==> src/rtl/usi_bus_pkg.sv <==
// Shared definitions for the Usi register bus: command codes, address field
// positions and the slave responder state encoding.
package usi_bus_pkg;

    typedef enum logic [1:0] {
        CMD_NONE = 2'd0,
        CMD_WR   = 2'd1,
        CMD_RD   = 2'd2,
        CMD_WRRD = 2'd3
    } usi_cmd_e;

    localparam int unsigned CMD_MSB = 31;
    localparam int unsigned CMD_LSB = 30;
    localparam int unsigned BLK_MSB = 15;
    localparam int unsigned BLK_LSB = 8;
    localparam int unsigned OFS_MSB = 7;
    localparam int unsigned OFS_LSB = 0;

    typedef enum logic [1:0] {
        IDLE    = 2'd0,
        WRITE   = 2'd1,
        READ    = 2'd2,
        RELEASE = 2'd3
    } usi_state_e;

    function automatic usi_cmd_e usi_get_cmd(input logic [1:0] field);
        return usi_cmd_e'(field);
    endfunction

endpackage

==> src/rtl/usi_slave_responder.sv <==
// Slave endpoint of the Usi register bus. Decodes commands aimed at this
// block, turns writes into a one-cycle local CSR strobe and returns local
// CSR read data after a fixed wait.
//
// state   | meaning
// --------+-------------------------------------------------------------
// IDLE    | Vd high, watching for a hit on the command-enable level
// WRITE   | strobe was issued last cycle; drop it and raise Vd
// READ    | counting down the CSR read latency, then capture read data
// RELEASE | command done; wait for the master to clear WCke
module usi_slave_responder
    import usi_bus_pkg::*;
#(
    parameter logic [7:0]  pBlockAdrs = 8'h00,
    parameter int unsigned pRdLatency = 1
) (
    input  logic        iSysClk,
    input  logic        iSysRst,
    input  logic [31:0] iSUsiWd,
    input  logic [31:0] iSUsiAdrs,
    input  logic        iSUsiWCke,
    output logic [31:0] oSUsiRd,
    output logic        oSUsiVd,
    output logic        oCmdErr,
    output logic [31:0] oCsrWd,
    output logic [7:0]  oCsrAdrs,
    output logic        oCsrCke,
    input  logic [31:0] iCsrRd
);

    usi_state_e  state_q, state_d;
    logic [3:0]  cnt_q, cnt_d;
    logic [31:0] rd_q, rd_d;
    logic        vd_q, vd_d;
    logic        err_q, err_d;
    logic [31:0] wd_q, wd_d;
    logic [7:0]  adrs_q, adrs_d;
    logic        cke_q, cke_d;

    logic        hit;
    usi_cmd_e    cmd;

    // Address bits between the command and block fields carry no meaning here.
    logic unused_adrs;
    assign unused_adrs = ^iSUsiAdrs[29:16];

    assign hit = iSUsiWCke && (iSUsiAdrs[BLK_MSB:BLK_LSB] == pBlockAdrs);
    assign cmd = usi_get_cmd(iSUsiAdrs[CMD_MSB:CMD_LSB]);

    // Next-state and registered-output logic; the strobe defaults low so it
    // can only ever last the single cycle spent entering WRITE.
    always_comb begin
        state_d = state_q;
        cnt_d   = cnt_q;
        rd_d    = rd_q;
        vd_d    = vd_q;
        err_d   = err_q;
        wd_d    = wd_q;
        adrs_d  = adrs_q;
        cke_d   = 1'b0;

        case (state_q)
            IDLE: begin
                if (hit) begin
                    case (cmd)
                        CMD_WR: begin
                            wd_d    = iSUsiWd;
                            adrs_d  = iSUsiAdrs[OFS_MSB:OFS_LSB];
                            cke_d   = 1'b1;
                            vd_d    = 1'b0;
                            state_d = WRITE;
                        end
                        CMD_RD: begin
                            adrs_d  = iSUsiAdrs[OFS_MSB:OFS_LSB];
                            cnt_d   = 4'(pRdLatency);
                            vd_d    = 1'b0;
                            state_d = READ;
                        end
                        CMD_WRRD: begin
                            err_d   = 1'b1;
                            state_d = RELEASE;
                        end
                        default: begin
                            state_d = IDLE;
                        end
                    endcase
                end
            end
            WRITE: begin
                vd_d    = 1'b1;
                state_d = RELEASE;
            end
            READ: begin
                if (cnt_q != 4'd0) begin
                    cnt_d = cnt_q - 4'd1;
                end else begin
                    rd_d    = iCsrRd;
                    vd_d    = 1'b1;
                    state_d = RELEASE;
                end
            end
            RELEASE: begin
                if (!iSUsiWCke) begin
                    state_d = IDLE;
                end
            end
            default: begin
                state_d = IDLE;
            end
        endcase
    end

    // State and output registers with synchronous active-low reset.
    always_ff @(posedge iSysClk) begin
        if (!iSysRst) begin
            state_q <= IDLE;
            cnt_q   <= 4'd0;
            rd_q    <= 32'd0;
            vd_q    <= 1'b1;
            err_q   <= 1'b0;
            wd_q    <= 32'd0;
            adrs_q  <= 8'd0;
            cke_q   <= 1'b0;
        end else begin
            state_q <= state_d;
            cnt_q   <= cnt_d;
            rd_q    <= rd_d;
            vd_q    <= vd_d;
            err_q   <= err_d;
            wd_q    <= wd_d;
            adrs_q  <= adrs_d;
            cke_q   <= cke_d;
        end
    end

    assign oSUsiRd  = rd_q;
    assign oSUsiVd  = vd_q;
    assign oCmdErr  = err_q;
    assign oCsrWd   = wd_q;
    assign oCsrAdrs = adrs_q;
    assign oCsrCke  = cke_q;

endmodule

==> config.mk <==
export PLATFORM = sky130hd
export DESIGN_NAME = usi_slave_responder
export DESIGN_NICKNAME = d
export VERILOG_FILES = /design/src/rtl/usi_bus_pkg.sv /design/src/rtl/usi_slave_responder.sv
export SDC_FILE = /design/constraint.sdc
export NUM_CORES = 1
export LEC_CHECK = 0
export ABC_AREA = 1
export BUFFER_PORTS_ARGS = -buffer_cell sky130_fd_sc_hd__buf_2
export CAP_MARGIN = 20
export CORE_ASPECT_RATIO = 0.7
export CORE_MARGIN = 3
export CORE_UTILIZATION = 35
export CTS_CLUSTER_DIAMETER = 40
export DETAILED_ROUTE_END_ITERATION = 16
export PLACE_DENSITY_LB_ADDON = 0.08
export SLEW_MARGIN = 5
export SYNTH_ARGS = -nofsm -noshare
export SYNTH_HDL_FRONTEND = slang
export SYNTH_SLANG_ARGS = --single-unit
==> constraint.sdc <==
create_clock -name iSysClk -period 3.1 [get_ports iSysClk]
set_input_delay 0.465 -clock iSysClk [delete_from_list [all_inputs] [get_ports iSysClk]]
set_output_delay 0.465 -clock iSysClk [all_outputs]
set_load 0.01 [all_outputs]
==> impl_results.md, run 1 <==
- Run status: finished, final reports clean
- Syn_area_per_cell: 7.03 um^2
- Fin. max-slew vios: 0
- Largest net degree at the start of global routing: 66
- Critical path arrival: 1950 ps
- Crit Path Category: reg -> reg
- R2r setup slk: 1370 ps
- TNS Setup: 0 ps
- Sequential power share: 39.8%
- Synth cell types: 17
- Mapped cell area: 0.00336 mm^2
- Drt wl/cell: 11.0 um
- Num CTS Buffers: 9
- Synth area leaders: dfxtp_1 (48%), nand2_1 (10%), nor2_1 (9.5%), inv_1 (8.8%), a21oi_1 (6.7%)
- Int Pwr: 0.00222 W
- Relative slew margins: 47.1%
- Worst setup EP type: flip-flop
- Hold Path Stages: 3
- Hold buffer count at CTS: 0
- Tightest Pin Transition: 793 ps
- Critical Path RT: 3320 ps
- Antenna Cells: 0
- Post-CTS sizing: 0
- HP Class: in -> reg
- Max-cap violation count: 0
- Drt drc: 0
- Max clock buf depth: 2
- Area of the die: 0.0108 mm^2
- Largest fanout on the critical path: 65
- 1st-iter DRT viols: 105
- Detailed-route via count: 3199
- Top cell type's share of synthesized area: 48.3%
- Root Buffer: clkbuf_16
- Final Skew: 5.33 ps
- RR Endpoint: oCsrWd[16]
- VDD IR-drop max: 321 uV
- Final setup vio count: 0
- H-tree depth: 3
- Total Routing Usage GR: 15.4%
- Vias in the first global route: 2925
- Fillers: 953
- Final net count: 736
- Worst hold endpoint: oCsrWd[20]
- Sw Ratio: 32.1%
- Total design power: 0.00327 W
- Post-CTS Setup Bufs: 0
- Combinational power share: 27.8%
- Post-Route WL: 8300 um
- Worst skew pair latency: 330 ps
- Final Hold Fails: 0
- Synth warn: 0
- Crit share post-route: 55.9%
- Hold path startpoint: iSUsiWd[20]
- GR Overflow Total: 0
- Area leader, netlist: dfxtp_1
- Psw: 0.00105 W
- Pwr Density: 722 mW/mm^2
- FP Rows: 29
- Worst R2R Start: state_q[1]
- Routed vias/inst: 4.23
- Flops & latches, synth: 81
- Clock-pin slew of the registers on the worst-case setup and hold paths: 60 ps
- Register area share after synthesis: 48.3%
- Syn nets: 586
- Worst reg-to-reg path cell count: 7
- CTS tree: built
- Hpwl dp: 5900 um
- Achievable frequency: 0.578 GHz
- Unrepaired setup endpoints after global routing: no
- PortBufs: 159
- Die H: 88.0 um
- Gpl congestion: 0.731
- CTS sink count: 81
- Core ar.: 0.00922 mm^2
- Routed Antenna Nets: 0
- Fraction of layout cells with a size suffix above 1: 28.8%
- Cell count after synthesis: 478
- Tmin final: 1730 ps
- Die X: 123 um
- Initial antenna violation count: 0
- TritonRoute pass-1 iters: 4
- Synth-to-Final Area Change: 35.1%
- Clock power share: 32.4%
- First-pass GRT wire length: 13300 um
- Leak pwr: 2.43 nW
- Starting Density: 36.4%
- I/O pins: 174
- Critical path launch point type: flip-flop
power groups by stage:
stage,logic (W),clock network [W],registers [W]
final,0.000911,0.00106,0.00130
after global routing,0.00105,0.00114,0.00133
after CTS,0.000923,0.00110,0.00130
after detailed placement,0.000920,0,0.00132
after global placement,0.000904,0,0.00132
after floorplan,0.000522,0,0.00140
layout by cell type (no fill, tap or decap), drive strengths merged:
cell    Yosys  layout
inv        79      79
ha          9       9
or2         1       1
bufinv      0       1
clkbuf     16      12
nand2      93      93
a21oi      45      45
clkinv      1       3
xnor2       1       1
o21ai      37      37
nor2       86      86
buf         9     164
nand4       3       3
nand3      16      16
o21bai      1       1
dfxtp      81      81
flip-flops by register name, indices dropped and copies added, names as in the netlist:
register / flops
oCmdErr: 1
oSUsiVd: 1
oSUsiRd: 32
cnt_q: 4
state_q: 2
oCsrAdrs: 8
oCsrCke: 1
oCsrWd: 32
logic make-up (layout without fill, tap and decap cells):
logic type,count (synthesis),count (layout),share of synthesized area [%]
simple gates,199,199,23.2
buf+inv,105,259,12.4
compound gates,83,83,12.4
flops,81,81,48.3
fa+ha+maj,9,9,3.35
xor+xnor,1,1,0.261
final cells by class:
class	count	area [um^2]	share of cell area (%)
clock inverter	3	40.0	0.883
sequential	81	1620	35.8
inverter	80	300	6.62
timing repair buffer	164	833	18.4
multi-input combinational	292	1330	29.3
tap	124	155	3.42
clock buffer	12	256	5.66
through the flow:
step                      instance area (um^2)  setup slack, ps  utilization, %  hold slack, ps  std cells
after floorplan                           3360             1640               -             468        478
after global placement                    4240             1310            46.0             427        741
after detailed placement                  4240             1240            46.0             431        741
after CTS                                 4540             1340            49.2             343        756
after global routing                      4540             1160            49.2             353        756
final                                     4540             1370            49.2             355        756
worst max-delay path by stage:
| stage | start | to | slack (ps) | cells after the start |
|---|---|---|---|---|
| global placement | iSUsiAdrs[30] | oCsrAdrs[4] | 1310 | 8 |
| finish | state_q[1] | oCsrWd[16] | 1370 | 7 |
| detailed placement | iSUsiAdrs[30] | oCsrAdrs[5] | 1240 | 8 |
| CTS | state_q[1] | oCsrWd[10] | 1340 | 7 |
| floorplan | iSUsiAdrs[30] | oCsrAdrs[0] | 1640 | 7 |
| global route | state_q[1] | oCsrWd[27] | 1160 | 7 |
cells in the mapped netlist:
| cell type | number |
|---|---|
| nand2_1 | 93 |
| nor2_1 | 85 |
| dfxtp_1 | 81 |
| inv_1 | 79 |
| a21oi_1 | 45 |
| o21ai_0 | 37 |
| clkbuf_1 | 16 |
| nand3_1 | 16 |
| ha_1 | 9 |
| buf_2 | 7 |
| nand4_1 | 3 |
| buf_6 | 2 |
| clkinv_1 | 1 |
| nor2_2 | 1 |
| o21bai_1 | 1 |
| or2_2 | 1 |
| xnor2_1 | 1 |
per-layer routing:
layer	GRT usage [%]	up-vias	share of wire (%)
li1	-	1750	-
met2	24.1	95	44
met3	7.36	7	9.6
met5	0	-	0
met1	19.1	1347	46
met4	3.92	0	0.83
worst max-delay path: stages, from the launching register on:
cell	delay [ps]
dfxtp_1	370
inv_1	80
ha_1	290
nand3_2	110
buf_4	490
nand2_1	110
nand2_1	80
nor2_1	50
Power figures use the tool's default switching activity.
==> inputs of run 2 (changes only) <==
clock period = 1.7 ns   (was 3.1 ns; I/O delays follow)
==> run 2 against run 1 <==
  * Total power rose by 93%
  * Setup slack got worse by 1200 ps
  * Non-clock buffer count rose by 6
  * Count of clock-buffer cells in the layout fell by 3
  * Global-route usage rose by 0.26 points
  * Register-to-register slack got worse by 1200 ps
  * Cell count rose by 0.93%
  * Highest routed layer unchanged
==> impl_results.md, run 2 (synthesis results as in run 1) <==
- Run status: finished, final reports clean
- Drt wl/cell: 10.7 um
- Max-cap violation count: 0
- Pwr Density: 1350 mW/mm^2
- Clock-pin slew of the registers on the worst-case setup and hold paths: 60 ps
- Met1 Use GR: 17.6%
- Initial antenna violation count: 0
- Area of the die: 0.0108 mm^2
- Post-Route WL: 8180 um
- First-pass GRT wire length: 13400 um
- Core ar.: 0.00922 mm^2
- Final Skew: 6.29 ps
- Drt drc: 0
- Total Routing Usage GR: 15.6%
- Crit share post-route: 89.8%
- Final net count: 742
- Total design power: 0.00633 W
- Worst hold margin: 143 ps
- Final Hold Fails: 0
- Antenna Cells: 0
- Critical path arrival: 1750 ps
- Commonest non-fill, non-tap cell in the layout: buf_2
- Largest fanout on the critical path: 10
- Tightest Pin Transition: 539 ps
- Detailed-route via count: 3218
- TritonRoute pass-1 iters: 4
- Achievable frequency: 0.655 GHz
- Routed Antenna Nets: 0
- TNS Setup: 0 ps
- Final setup vio count: 0
- Worst skew pair latency: 330 ps
- CTS tree: built
- Fin. max-slew vios: 0
- Post-CTS Setup Bufs: 0
- Fraction of layout cells with a size suffix above 1: 30.0%
- Die H: 88.0 um
- Gpl congestion: 0.788
- Routing usage on met3: 7.55%
- Synth-to-Final Area Change: 39.1%
- GRT busiest layer: met2
- Critical Path RT: 1920 ps
- Vias in the first global route: 3077
- PortBufs: 159
- HP Class: in -> reg
- Die X: 123 um
- FP Rows: 29
- Relative slew margins: 64.1%
- Critical path launch point type: flip-flop
- Commonest non-fill, non-tap cells in the layout: buf_2 (159), nand2_1 (93), nor2_1 (85)
- H-tree depth: 3
- Unrepaired setup endpoints after global routing: no
- Largest net degree at the start of global routing: 65
- Leak pwr: 2.48 nW
- GR Overflow Total: 0
- Num CTS Buffers: 9
- Routed vias/inst: 4.22
- 1st-iter DRT viols: 127
- M2 GR Usage: 26.4%
- VDD IR-drop max: 718 uV
- CTS sink count: 81
- I/O pins: 174
- Root Buffer: clkbuf_16
- Hold buffer count at CTS: 0
- Worst setup EP type: flip-flop
- Post-CTS sizing: 0
- Starting Density: 36.4%
- Tmin final: 1530 ps
- Hpwl dp: 6010 um
- Max clock buf depth: 2
- Crit Path Category: reg -> reg
==> run 2: changes by cell type in the layout (fill, tap and decap cells not counted), sizes merged <==
cell	delta
buf	+6
bufinv	+2
clkbuf	-3
clkinvlp	+2
==> run 2: cell type report <==
cell class,count,area [um^2]
fill,962,4550
timing repair buffer,170,916
sequential,81,1620
clock buffer,9,225
clock inverter,7,119
tap,124,155
multi-input combinational,292,1330
inverter,80,300
==> run 2: critical path: stages, from the launching register on <==
cell      delay, ps
dfxtp_1         370
inv_1            70
ha_2            230
inv_1           100
o21bai_1        210
nand2_1         180
o21ai_0         200
nor2_1           50
==> run 2: power by group <==
part           internal (W)  total (W)  switching [W]  leakage, nW
Combinational      0.000708    0.00176        0.00105         1.67
Sequential          0.00222    0.00237       0.000149        0.657
Clock               0.00143    0.00220       0.000765        0.162
Total               0.00437    0.00633        0.00196         2.48
==> run 2: worst paths after layout <==
path	startpoint	to	slack [ps]	cells past startpoint
hold reg to reg	oSUsiRd[15]	oSUsiRd[15]	440	2
hold / removal	iSUsiWd[17]	oCsrWd[17]	140	3
setup reg to reg	state_q[1]	cnt_q[1]	170	7
setup / recovery	state_q[1]	cnt_q[1]	170	7
==> run 2: layer usage <==
layer / share of wire [%] / vias to the layer above
met1: 44 / 1359
met5: 0 / -
met2: 44 / 90
met3: 11 / 8
met4: 1.1 / 0
li1: - / 1761
==> run 2: through the flow <==
stage          utilization, %  area, um^2  setup WS [ps]  std cells
5_1_grt                  50.7        4670           15.4        763
3_3_place_gp             46.9        4320            119        747
3_5_place_dp             46.9        4320            116        747
2_1_floorplan               -        3360            254        478
6_report                 50.7        4670            173        763
4_1_cts                  50.6        4670            110        763
==> inputs of run 3 (changes only) <==
CELL_PAD_IN_SITES_DETAIL_PLACEMENT = 1   (was not set)
CELL_PAD_IN_SITES_GLOBAL_PLACEMENT = 1   (was not set)
CORE_UTILIZATION = 30   (was 35)
==> run 3 against run 2 <==
  * Worst hold slack better by 4.3 ps
  * Non-clock buffer count up 1
  * Fmax down 0.14%
  * Sequential power about the same
  * Setup slack worse by 2.2 ps
  * Count of clock-buffer cells in the layout up 5
  * Die area up 16%
  * Clock power down 9.5%
  * Cell count up 3.3%
  * Clock skew about the same
  * Via count up 6.0%
  * Combinational power up 8%
  * Largest cell class unchanged
==> impl_results.md, run 3 (synthesis results as in run 1) <==
- Run status: finished, final reports clean
- GRT busiest layer: met2
- Drt wl/cell: 12.9 um
- H-tree depth: 3
- Core ar.: 0.0106 mm^2
- Largest fanout on the critical path: 4
- Final setup vio count: 0
- I/O pins: 174
- Synth-to-Final Area Change: 40.0%
- Initial antenna violation count: 0
- Vias in the first global route: 3446
- VDD IR-drop max: 491 uV
- GR Overflow Total: 0
- Max clock buf depth: 2
- CP dominant cell by count: inv_1
- Commonest non-fill, non-tap cells in the layout: buf_2 (159), nand2_1 (91), nor2_1 (84)
- Met1 Use GR: 17.1%
- Leak pwr: 2.49 nW
- Detailed-route via count: 3411
- Hpwl dp: 7390 um
- Tightest Pin Transition: 358 ps
- TritonRoute pass-1 iters: 4
- Crit-path cells: inv_1, ha_2, inv_1, o21ai_0, nand2_1, inv_1, nand2_2, o21ai_1, nor2_1
- Worst R2R Start: state_q[0]
- Critical path launch point type: flip-flop
- FP Rows: 31
- Final net count: 743
- Worst setup EP type: flip-flop
- Clock-pin slew of the registers on the worst-case setup and hold paths: 60 ps
- Root Buffer: clkbuf_16
- Num CTS Buffers: 9
- Routed Antenna Nets: 0
- Commonest non-fill, non-tap cell in the layout: buf_2
- First-pass GRT wire length: 16500 um
- Hold buffer count at CTS: 0
- Gpl congestion: 0.747
- Post-Route WL: 10200 um
- Achievable frequency: 0.654 GHz
- Relative slew margins: 76.1%
- Critical Path RT: 1920 ps
- Critical Path Max Stage Delay: 310 ps
- Tmin final: 1530 ps
- Area of the die: 0.0125 mm^2
- Largest net degree at the start of global routing: 65
- CTS tree: built
- Worst skew pair latency: 330 ps
- Hold path startpoint: iSUsiWd[18]
- 1st-iter DRT viols: 85
- Fin. max-slew vios: 0
- Final Worst Setup Slack: 171 ps
- Fillers: 1435
- Dpl ws: 98.7 ps
- Antenna Cells: 0
- Critical path origin: state_q[0]
- Total Routing Usage GR: 16.2%
- Crit Path Category: reg -> reg
- Worst path slowest cell: dfxtp_1
- Final Core Density: 44.2%
- Unrepaired setup endpoints after global routing: yes
- Post-CTS Setup Bufs: 0
- TNS Setup: 0 ps
- Die X: 132 um
- CTS sink count: 81
- Pwr Density: 1330 mW/mm^2
- Max-cap violation count: 0
- HP Class: in -> reg
- Critical path arrival: 1750 ps
- PortBufs: 159
- M2 GR Usage: 29.2%
- Routing usage on met3: 7.56%
- Fraction of layout cells with a size suffix above 1: 30.5%
- Final Skew: 6.47 ps
- Final Hold Fails: 0
- Starting Density: 31.6%
- Routed vias/inst: 4.33
- Drt drc: 0
- Die H: 94.5 um
- Crit share post-route: 90.0%
run 3: cell count changes in the layout (fill, tap and decap cells not counted), moves of 2 or more:
| cell | previous run | this run |
|---|---|---|
| clkbuf_8 | 0 | 3 |
| bufinv_16 | 3 | 1 |
| clkbuf_1 | 0 | 2 |
| clkinvlp_4 | 2 | 0 |
| nand2_1 | 93 | 91 |
| nand2_2 | 0 | 2 |
run 3: critical path, delay by kind of cell (launching register included):
kind / cells / cell delay, ps
AOI/OAI and AO/OA: 2 / 320
adders and majority gates: 1 / 240
buffers and inverters: 3 / 310
DFF: 1 / 310
and+or+nand+nor: 3 / 240
run 3: metal layers:
| layer | share of wire [%] | routed length, um |
|---|---|---|
| met5 | 0 | 0 |
| met4 | 1.4 | 142 |
| met3 | 8.6 | 877 |
| met2 | 48 | 4940 |
| met1 | 42 | 4240 |
run 3: final timing paths:
path                     end  slack, ps  depth (start not counted)
setup / recovery    cnt_q[1]        170                          9
hold / removal    oCsrWd[18]        150                          3
setup reg to reg    cnt_q[1]        170                          9
hold reg to reg   oSUsiRd[8]        440                          2
run 3: area by class of cell:
| type | count | area, um^2 | area share (%) |
|---|---|---|---|
| Sequential cell | 81 | 1620 | 34.5 |
| Clock buffer | 14 | 274 | 5.83 |
| Tap cell | 148 | 185 | 3.94 |
| Multi-Input combinational cell | 292 | 1350 | 28.6 |
| Timing Repair Buffer | 171 | 941 | 20.0 |
| Inverter | 80 | 300 | 6.39 |
| Clock inverter | 2 | 35.0 | 0.745 |
run 3: what timing repair did:
action                                 CTS  global route
setup endpoints to repair                0            28
resized for setup                        0             7
endpoints found under the hold margin    0             0
run 3: stage by stage:
step / power [W] / cells / instance area [um^2] / hold slack (ps)
final: 0.00628 / 788 / 4700 / 147
after global routing: 0.00674 / 788 / 4700 / 152
after CTS: 0.00635 / 787 / 4660 / 133
after detailed placement: 0.00431 / 771 / 4350 / 431
after global placement: 0.00422 / 771 / 4350 / 427
after floorplan: 0.00350 / 478 / 3360 / 390
run 3: report_power, final:
group	leakage [nW]	internal, W	total, W	switching [W]
sequential	0.657	0.00222	0.00238	0.000156
combinational	1.68	0.000760	0.00190	0.00114
clock	0.153	0.00126	0.00199	0.000735
